**config.mk**
```make
export PLATFORM = sky130hd
export DESIGN_NAME = esm_tune_sequencer
export DESIGN_NICKNAME = d
export VERILOG_FILES = /design/src/rtl/esm_tune_sequencer.sv
export SDC_FILE = /design/constraint.sdc
export NUM_CORES = 1
export LEC_CHECK = 0
export ABC_CLOCK_PERIOD_IN_PS = 3000
export BUFFER_PORTS_ARGS = -buffer_cell sky130_fd_sc_hd__buf_2
export CAP_MARGIN = 20
export CORE_ASPECT_RATIO = 0.8
export CORE_UTILIZATION = 40
export CTS_BUF_LIST = sky130_fd_sc_hd__clkbuf_8
export DETAILED_ROUTE_END_ITERATION = 16
export GPL_TIMING_DRIVEN = 0
export PLACE_DENSITY = 0.6
export SYNTH_ARGS = -nofsm -noshare
export SYNTH_HDL_FRONTEND = slang
export SYNTH_SLANG_ARGS = --single-unit
```
**constraint.sdc**
```tcl
create_clock -name Clk -period 3 [get_ports Clk]
set_clock_uncertainty 0.15 [all_clocks]
set_input_delay 0.3 -clock Clk [delete_from_list [all_inputs] [get_ports Clk]]
set_output_delay 0.3 -clock Clk [all_outputs]
set_load 0.02 [all_outputs]
```
**src/rtl/esm_tune_sequencer.sv**
```systemverilog
// esm_tune_sequencer
//   Sequences an AD9361 fast-lock profile change: apply the profile, wait
//   for the PLL to be sampled, wait for lock (with timeout), let the PLL
//   settle, then report completion.
//
// Ports
//   Clk                 sole clock
//   Rst                 synchronous active-high reset
//   Tune_req_valid      request present
//   Tune_req_ready      registered; high only while idle
//   Tune_req_profile    fast-lock profile index to apply
//   Tune_req_skip       [0] skip pre-lock wait, [1] skip lock check,
//                       [2] skip post-lock wait
//   Ad9361_control      [2:0] profile, [3] fast-lock enable
//   Ad9361_status       asynchronous AD9361 status, bit 1 = PLL lock
//   Tune_done           one-cycle pulse on successful completion
//   Tune_timeout        one-cycle pulse when the lock wait expires
//   Busy                high whenever the sequencer is not idle
//   Timeout_count       saturating number of timeouts since reset
module esm_tune_sequencer #(
    parameter int PLL_PRE_LOCK_DELAY_CYCLES  = 8,
    parameter int PLL_POST_LOCK_DELAY_CYCLES = 10,
    parameter int LOCK_TIMEOUT_CYCLES        = 1024
) (
    input  logic        Clk,
    input  logic        Rst,
    input  logic        Tune_req_valid,
    output logic        Tune_req_ready,
    input  logic [2:0]  Tune_req_profile,
    input  logic [2:0]  Tune_req_skip,
    output logic [3:0]  Ad9361_control,
    input  logic [7:0]  Ad9361_status,
    output logic        Tune_done,
    output logic        Tune_timeout,
    output logic        Busy,
    output logic [15:0] Timeout_count
);

    // One counter serves every timed phase; it only has to reach the
    // largest phase length minus one.
    localparam int MAX_A = (PLL_PRE_LOCK_DELAY_CYCLES > PLL_POST_LOCK_DELAY_CYCLES) ?
                           PLL_PRE_LOCK_DELAY_CYCLES : PLL_POST_LOCK_DELAY_CYCLES;
    localparam int MAX_C = (MAX_A > LOCK_TIMEOUT_CYCLES) ? MAX_A : LOCK_TIMEOUT_CYCLES;
    localparam int CNT_W = (MAX_C < 2) ? 1 : $clog2(MAX_C);

    localparam logic [CNT_W-1:0] PRE_LAST  =
        CNT_W'((PLL_PRE_LOCK_DELAY_CYCLES  > 0) ? PLL_PRE_LOCK_DELAY_CYCLES  - 1 : 0);
    localparam logic [CNT_W-1:0] POST_LAST =
        CNT_W'((PLL_POST_LOCK_DELAY_CYCLES > 0) ? PLL_POST_LOCK_DELAY_CYCLES - 1 : 0);
    localparam logic [CNT_W-1:0] TO_LAST   =
        CNT_W'((LOCK_TIMEOUT_CYCLES        > 0) ? LOCK_TIMEOUT_CYCLES        - 1 : 0);

    localparam bit PRE_ZERO  = (PLL_PRE_LOCK_DELAY_CYCLES  == 0);
    localparam bit POST_ZERO = (PLL_POST_LOCK_DELAY_CYCLES == 0);

    typedef enum logic [2:0] {
        IDLE      = 3'd0,
        APPLY     = 3'd1,
        PRELOCK   = 3'd2,
        LOCK_WAIT = 3'd3,
        POSTLOCK  = 3'd4
    } state_t;

    state_t           state, state_nxt;
    logic [1:0]       lock_sync;
    logic             lock_s;
    logic [2:0]       skip_q;
    logic [CNT_W-1:0] cnt;
    logic             accept;
    logic             done_nxt;
    logic             to_nxt;

    // Only the lock bit is consumed; the rest of the status bus is ignored.
    logic unused_status;
    assign unused_status = ^{Ad9361_status[7:2], Ad9361_status[0]};

    assign lock_s = lock_sync[1];
    assign accept = Tune_req_valid && Tune_req_ready;

    always_comb begin
        state_nxt = state;
        done_nxt  = 1'b0;
        to_nxt    = 1'b0;
        case (state)
            IDLE: begin
                if (accept) state_nxt = APPLY;
            end
            APPLY: begin
                state_nxt = (skip_q[0] || PRE_ZERO) ? LOCK_WAIT : PRELOCK;
            end
            PRELOCK: begin
                if (cnt == PRE_LAST) state_nxt = LOCK_WAIT;
            end
            LOCK_WAIT: begin
                // Lock (or the lock-check skip) wins over an expiring timeout.
                if (skip_q[1] || lock_s) begin
                    if (skip_q[2] || POST_ZERO) begin
                        state_nxt = IDLE;
                        done_nxt  = 1'b1;
                    end else begin
                        state_nxt = POSTLOCK;
                    end
                end else if (cnt == TO_LAST) begin
                    state_nxt = IDLE;
                    to_nxt    = 1'b1;
                end
            end
            POSTLOCK: begin
                // Lock is not looked at here, so a drop during settle is ignored.
                if (cnt == POST_LAST) begin
                    state_nxt = IDLE;
                    done_nxt  = 1'b1;
                end
            end
            default: state_nxt = IDLE;
        endcase
    end

    always_ff @(posedge Clk) begin
        if (Rst) begin
            state          <= IDLE;
            lock_sync      <= '0;
            skip_q         <= '0;
            cnt            <= '0;
            Tune_req_ready <= 1'b0;
            Ad9361_control <= '0;
            Tune_done      <= 1'b0;
            Tune_timeout   <= 1'b0;
            Busy           <= 1'b0;
            Timeout_count  <= '0;
        end else begin
            state     <= state_nxt;
            lock_sync <= {lock_sync[0], Ad9361_status[1]};

            // Cleared on every transition so each phase starts from zero.
            if (state_nxt != state || state_nxt == IDLE) cnt <= '0;
            else                                         cnt <= cnt + 1'b1;

            if (accept) begin
                skip_q         <= Tune_req_skip;
                Ad9361_control <= {1'b1, Tune_req_profile};
            end

            Tune_req_ready <= (state_nxt == IDLE);
            Busy           <= (state_nxt != IDLE);
            Tune_done      <= done_nxt;
            Tune_timeout   <= to_nxt;
            if (to_nxt && Timeout_count != 16'hFFFF)
                Timeout_count <= Timeout_count + 16'd1;
        end
    end

endmodule

```
Yosys cells after proc, flatten, opt, wreduce, memory -nomap -nowiden

Index checks and enable logic that the tools add are counted.

Flip-flop bits (word level): 42
Input bits: 17
Output and inout bits: 24
Logic and storage cells: 44

Add/sub/neg operators: 2
Equality and inequality tests: 9
Mux-type cells: 15
Reduce and logical (&&, ||, !) cells: 8

Operator list:

| operator              | number |
|---|---|
| $mux 3                | 6 |
| $add 16x1->16 const B | 1 |
| $ne 16x16->1 const B  | 1 |
| $pmux 3 s5            | 1 |
| $add 10x1->10 const B | 1 |
| $eq 10x10->1 const B  | 1 |
| $eq 10x3->1 const B   | 1 |
| $eq 10x4->1 const B   | 1 |
| $mux 1                | 7 |
| $eq 3x2->1 const B    | 2 |
| $logic_not 3->1       | 2 |
| $eq 3x1->1 const B    | 1 |
| $eq 3x3->1 const B    | 1 |
| $ne 3x3->1            | 1 |
| $reduce_bool 3->1     | 1 |
| $logic_and 1x1->1     | 2 |
| $logic_or 1x1->1      | 2 |
| $pmux 1 s2            | 1 |
| $reduce_or 2->1       | 1 |

Depth between registers and ports, before layout

Word-level depth: 7
Mapped depth: 8
Mapped depth without buffers: 6

Worst setup path before layout

Ideal clock, no wire load.

Path kind: register to register
From: reg cnt[0]
To: reg cnt[4]
Setup time: 0.139 ns
Data arrival time: 1.907 ns
Required time: 2.711 ns
Path slack: 0.805 ns
Cell stages (with the launch flop): 9
Path buffers: 2
Cell sequence: dfxtp_1 > ha_1 > nand4_1 > or3_1 > buf_2 > a22o_1 > a2111oi_4 > buf_6 > nor4_1

Longest elaborated chain between the ends: 7
Elaborated cells between the ends (all ways): 13
Classes of those cells: add/sub (1); eq/ne (4); mux (5); reduce/logical (3)

Ends and longest elaborated chain:

| item                                          | line | text |
|---|---|---|
| start, declared                               | 68   | `logic [CNT_W-1:0] cnt;` |
| start signal, assigned                        | 137  | `else cnt <= cnt + 1'b1;` |
| $eq 10x10->1                                  | 103  | `end else if (cnt == TO_LAST) begin` |
| $mux 3                                        | 103  |  |
| $mux 3                                        | 96   | `if (skip_q[1] \|\| lock_s) begin` |
| $pmux 3 s5                                    | 84   | `case (state)` |
| $ne 3x3->1 or $logic_not 3->1 (tied branches) | 136  | `if (state_nxt != state \|\| state_nxt == IDLE) cnt <= '0;` |
| $logic_or 1x1->1                              | 136  |  |
| $reduce_or 2->1 (no line)                     | n/a  |  |

Several ways; a longest one is shown, not always the timed one.
A chain may end at the register's enable or synchronous reset.

Worst setup path in the final report

From: reg cnt[0]
To: reg cnt[8]

The elaborated chain is that of the path after synthesis.

==> impl_results.md <==
- Reg2reg start: cnt[0]
- Post-synthesis simple-gate area fraction: 0.321
- Worst-Skew Late Latency: 0.28 ns
- Synth Cell Area: between 1500 and 2000 µm²
- CTS tree: yes
- Crit path DAT: approximately 2.4 ns
- Final nets: approximately 280
- H-tree depth: 2
- CP Launch Type: flip-flop
- Pin count of the biggest net entering global routing: 13
- Initial DRC count: 114
- CP Launch Point: cnt[0]
- Root buf cell: clkbuf_8
- Synth Area in Compound Gates: 0.102
- Vias in the first global route: 1436
- Netlist cell types: 38
- Via/cell ratio: 5.17
- DR pass1 iterations: 4
- Worst slew pin tran: 0.763 ns
- Clk buf depth: 2
- Routed Antenna Nets: 0
- Post-Synth Adder-Cell Area: 0.0193
- Row count: 22
- Post-CTS setup buffer count: 0
- Final hold violations: 0
- Post-synth top flop: dfxtp_1
- Critical path class: flip-flop to flip-flop
- Sink Count: 42
- Pwr dens: between 500 and 600 nW/µm²
- Aggregate global routing overflow: 0
- Maximum vdd drop: 0.220 mV
- Synth area leader: dfxtp_1
- Post-DP Area: 2180 µm²
- Starting density of the core: 0.420
- R2r setup slk: between 0.5 and 0.6 ns
- Final Setup Violations: 0
- WL per Instance: 12.9 µm
- Hold Path Class: input pin to flip-flop
- CP required: 2.99 ns
- Warnings from Yosys: 0
- DP HPWL: 3020 µm
- Post-synth EDFFs: 0
- Fin crit share: 0.813
- Crit. End Element: flip-flop
- Core area: 4620 µm²
- Syn-to-layout area delta: 16.8%
- CP cell instances: ha_1 > nand4_1 > or3_1 > buf_2 > a22o_1 > a2111oi_4 > buf_6 > nor4_1
- Slew Viols, Final: 0
- Worst path bufs/invs: 2
- CTS buffer count: 5
- Overall routed net length: 4140 µm
- Initial antenna violation count: 0
- Final setup TNS: 0 ns
- Die height: 64.3 µm
- Top cells by area, synth: dfxtp_1 43%, nor4_1 7.1%, xnor2_1 6.3%
- Post-Syn Nets: 242
- Post-synth ARST share: 0
- Final Cell Area: 2270 µm²
- Crit-path slowest cell: dfxtp_1
- GRT Total Usage: 0.173
- Main combinational cell family by area after synthesis: simple AND/OR/NAND/NOR gates
- First-pass GRT wire length: 6950 µm
- Clock transition at the registers of the reported paths: 0.08 ns
- Synth top area share: 0.433
- Routability cong.: 0.790
- Max-cap violations: 0
- Min-delay src: Tune_req_profile[2]
- Number of inserted diodes: 0
- #FFs+latches synth: 42
- Max frequency: 0.410 GHz
- Unrepaired setup endpoints after global routing: false
- Total design power: between 1 and 1.5 mW
- Mux cell area share after synthesis: 0.00516
- Leakage power: 0.829 nW
- Synth top cells by count: 42 x dfxtp_1, 26 x nor2_1, 23 x nand2_1, 22 x nor4_1, 14 x xnor2_1
- PortBufs: 32
- Area of the die: 5140 µm²
- Post-CTS resize count: 0
- Hold buffer count at CTS: 0
- Top delay family on crit path: compound AO/OA/AOI/OAI gates
- Boundary Pins: 41
- Mapped Cells: 222
- Layout cells sized above 1: 0.176
- Average cell area after synthesis: 8.74 µm²
- Run status: completed
- Synth Area in XOR/XNOR: 0.0812
- Max stage delay on crit path: ~0.4 ns
- Die W: 79.9 µm
- Vias: between 1500 and 2000
- Hold WS: 0.105 ns
- Sequential share of the synthesized area: 0.433
- Drc violations: 0
- Most common cell in the netlist: dfxtp_1
- Maximum fanout along the worst path: 10
- Minimum clock period after layout: 2.44 ns
- Slew HR: 0.490
kinds of logic (layout without fill, tap and decap cells):
group | Yosys count | after routing
multiplexers | 1 | 1
XOR/XNOR | 18 | 18
AND/OR/NAND/NOR | 115 | 115
AO/OA/AOI/OAI | 26 | 26
adder cells (fa/ha/maj) | 3 | 3
flip-flops | 42 | 42
buffers and inverters | 17 | 57
layer usage:
| metal | up-vias | track usage | wire, µm |
|---|---|---|---|
| met2 | 46 | 0.234 | 1580 |
| met1 | 737 | 0.266 | 2320 |
| met3 | 4 | 0.0429 | 215 |
| met5 | - | 0 | 0 |
| met4 | 0 | 0.0469 | 23 |
| li1 | 877 | - | - |
placed cells by master (no fill, tap or decap), types with 2 or more instances in the layout:
master     n
inv_1      6
buf_2     34
dfxtp_1   42
and4b_1    2
or3_1      4
and3_1     2
nor2_1    26
a22o_1     2
a211oi_1   2
nor3_1     4
o31a_1     2
nor4_1    22
xnor2_1   14
o21ai_0    3
nand2_1   23
and2_1     2
clkbuf_1   9
clkbuf_8   6
xor2_1     4
a21oi_1    9
nor2b_1    7
nand4_1    5
and4_1     5
ha_1       3
nand3_1    9
worst reg2reg max path: cells and delay by family (launching register included):
family	cells	cell delay [ns]
AO/OA/AOI/OAI	2	0.60
AND/OR/NAND/NOR	3	0.56
flip-flops	1	0.39
buffers and inverters	2	0.36
adder cells (fa/ha/maj)	1	0.25
final timing paths:
| path | end | depth (start not counted) |
|---|---|---|
| setup / recovery | cnt[8] | 8 |
| setup reg to reg | cnt[8] | 8 |
| hold reg to reg | lock_sync[1] | 1 |
| hold / removal | Ad9361_control[2] | 3 |
through the flow:
stage / cells / setup slack, ns / util
2_1_floorplan: 222 / 0.805 / -
3_3_place_gp: 314 / 0.599 / 0.471
3_5_place_dp: 314 / 0.572 / 0.471
4_1_cts: 322 / 0.562 / 0.490
5_1_grt: 322 / 0.399 / 0.490
6_report: 322 / 0.561 / 0.490
cell type report:
type | instances | area (µm²)
Fill cell | 448 | 2360
Multi-Input combinational cell | 163 | 1030
Sequential cell | 42 | 841
Timing Repair Buffer | 32 | 160
Clock buffer | 6 | 82.6
Tap cell | 60 | 75.1
Buffer | 12 | 55.1
Inverter | 5 | 18.8
Clock inverter | 2 | 8.76
report_power, final:
group / leakage [nW] / total [mW] / switching, mW / internal, mW
Combinational: 0.437 / 0.263 / 0.160 / 0.102
Clock: 0.0524 / 0.366 / 0.183 / 0.182
Sequential: 0.340 / 0.630 / 0.0323 / 0.597
Total: 0.829 / 1.26 / 0.376 / 0.882
sequential cells by signal (all words and copies together), names as in the netlist:
signal	flops
state	3
Tune_done	1
Timeout_count	16
Ad9361_control	4
Busy	1
Tune_req_ready	1
lock_sync	2
skip_q	3
Tune_timeout	1
cnt	10
Power figures use the tool's default switching activity.
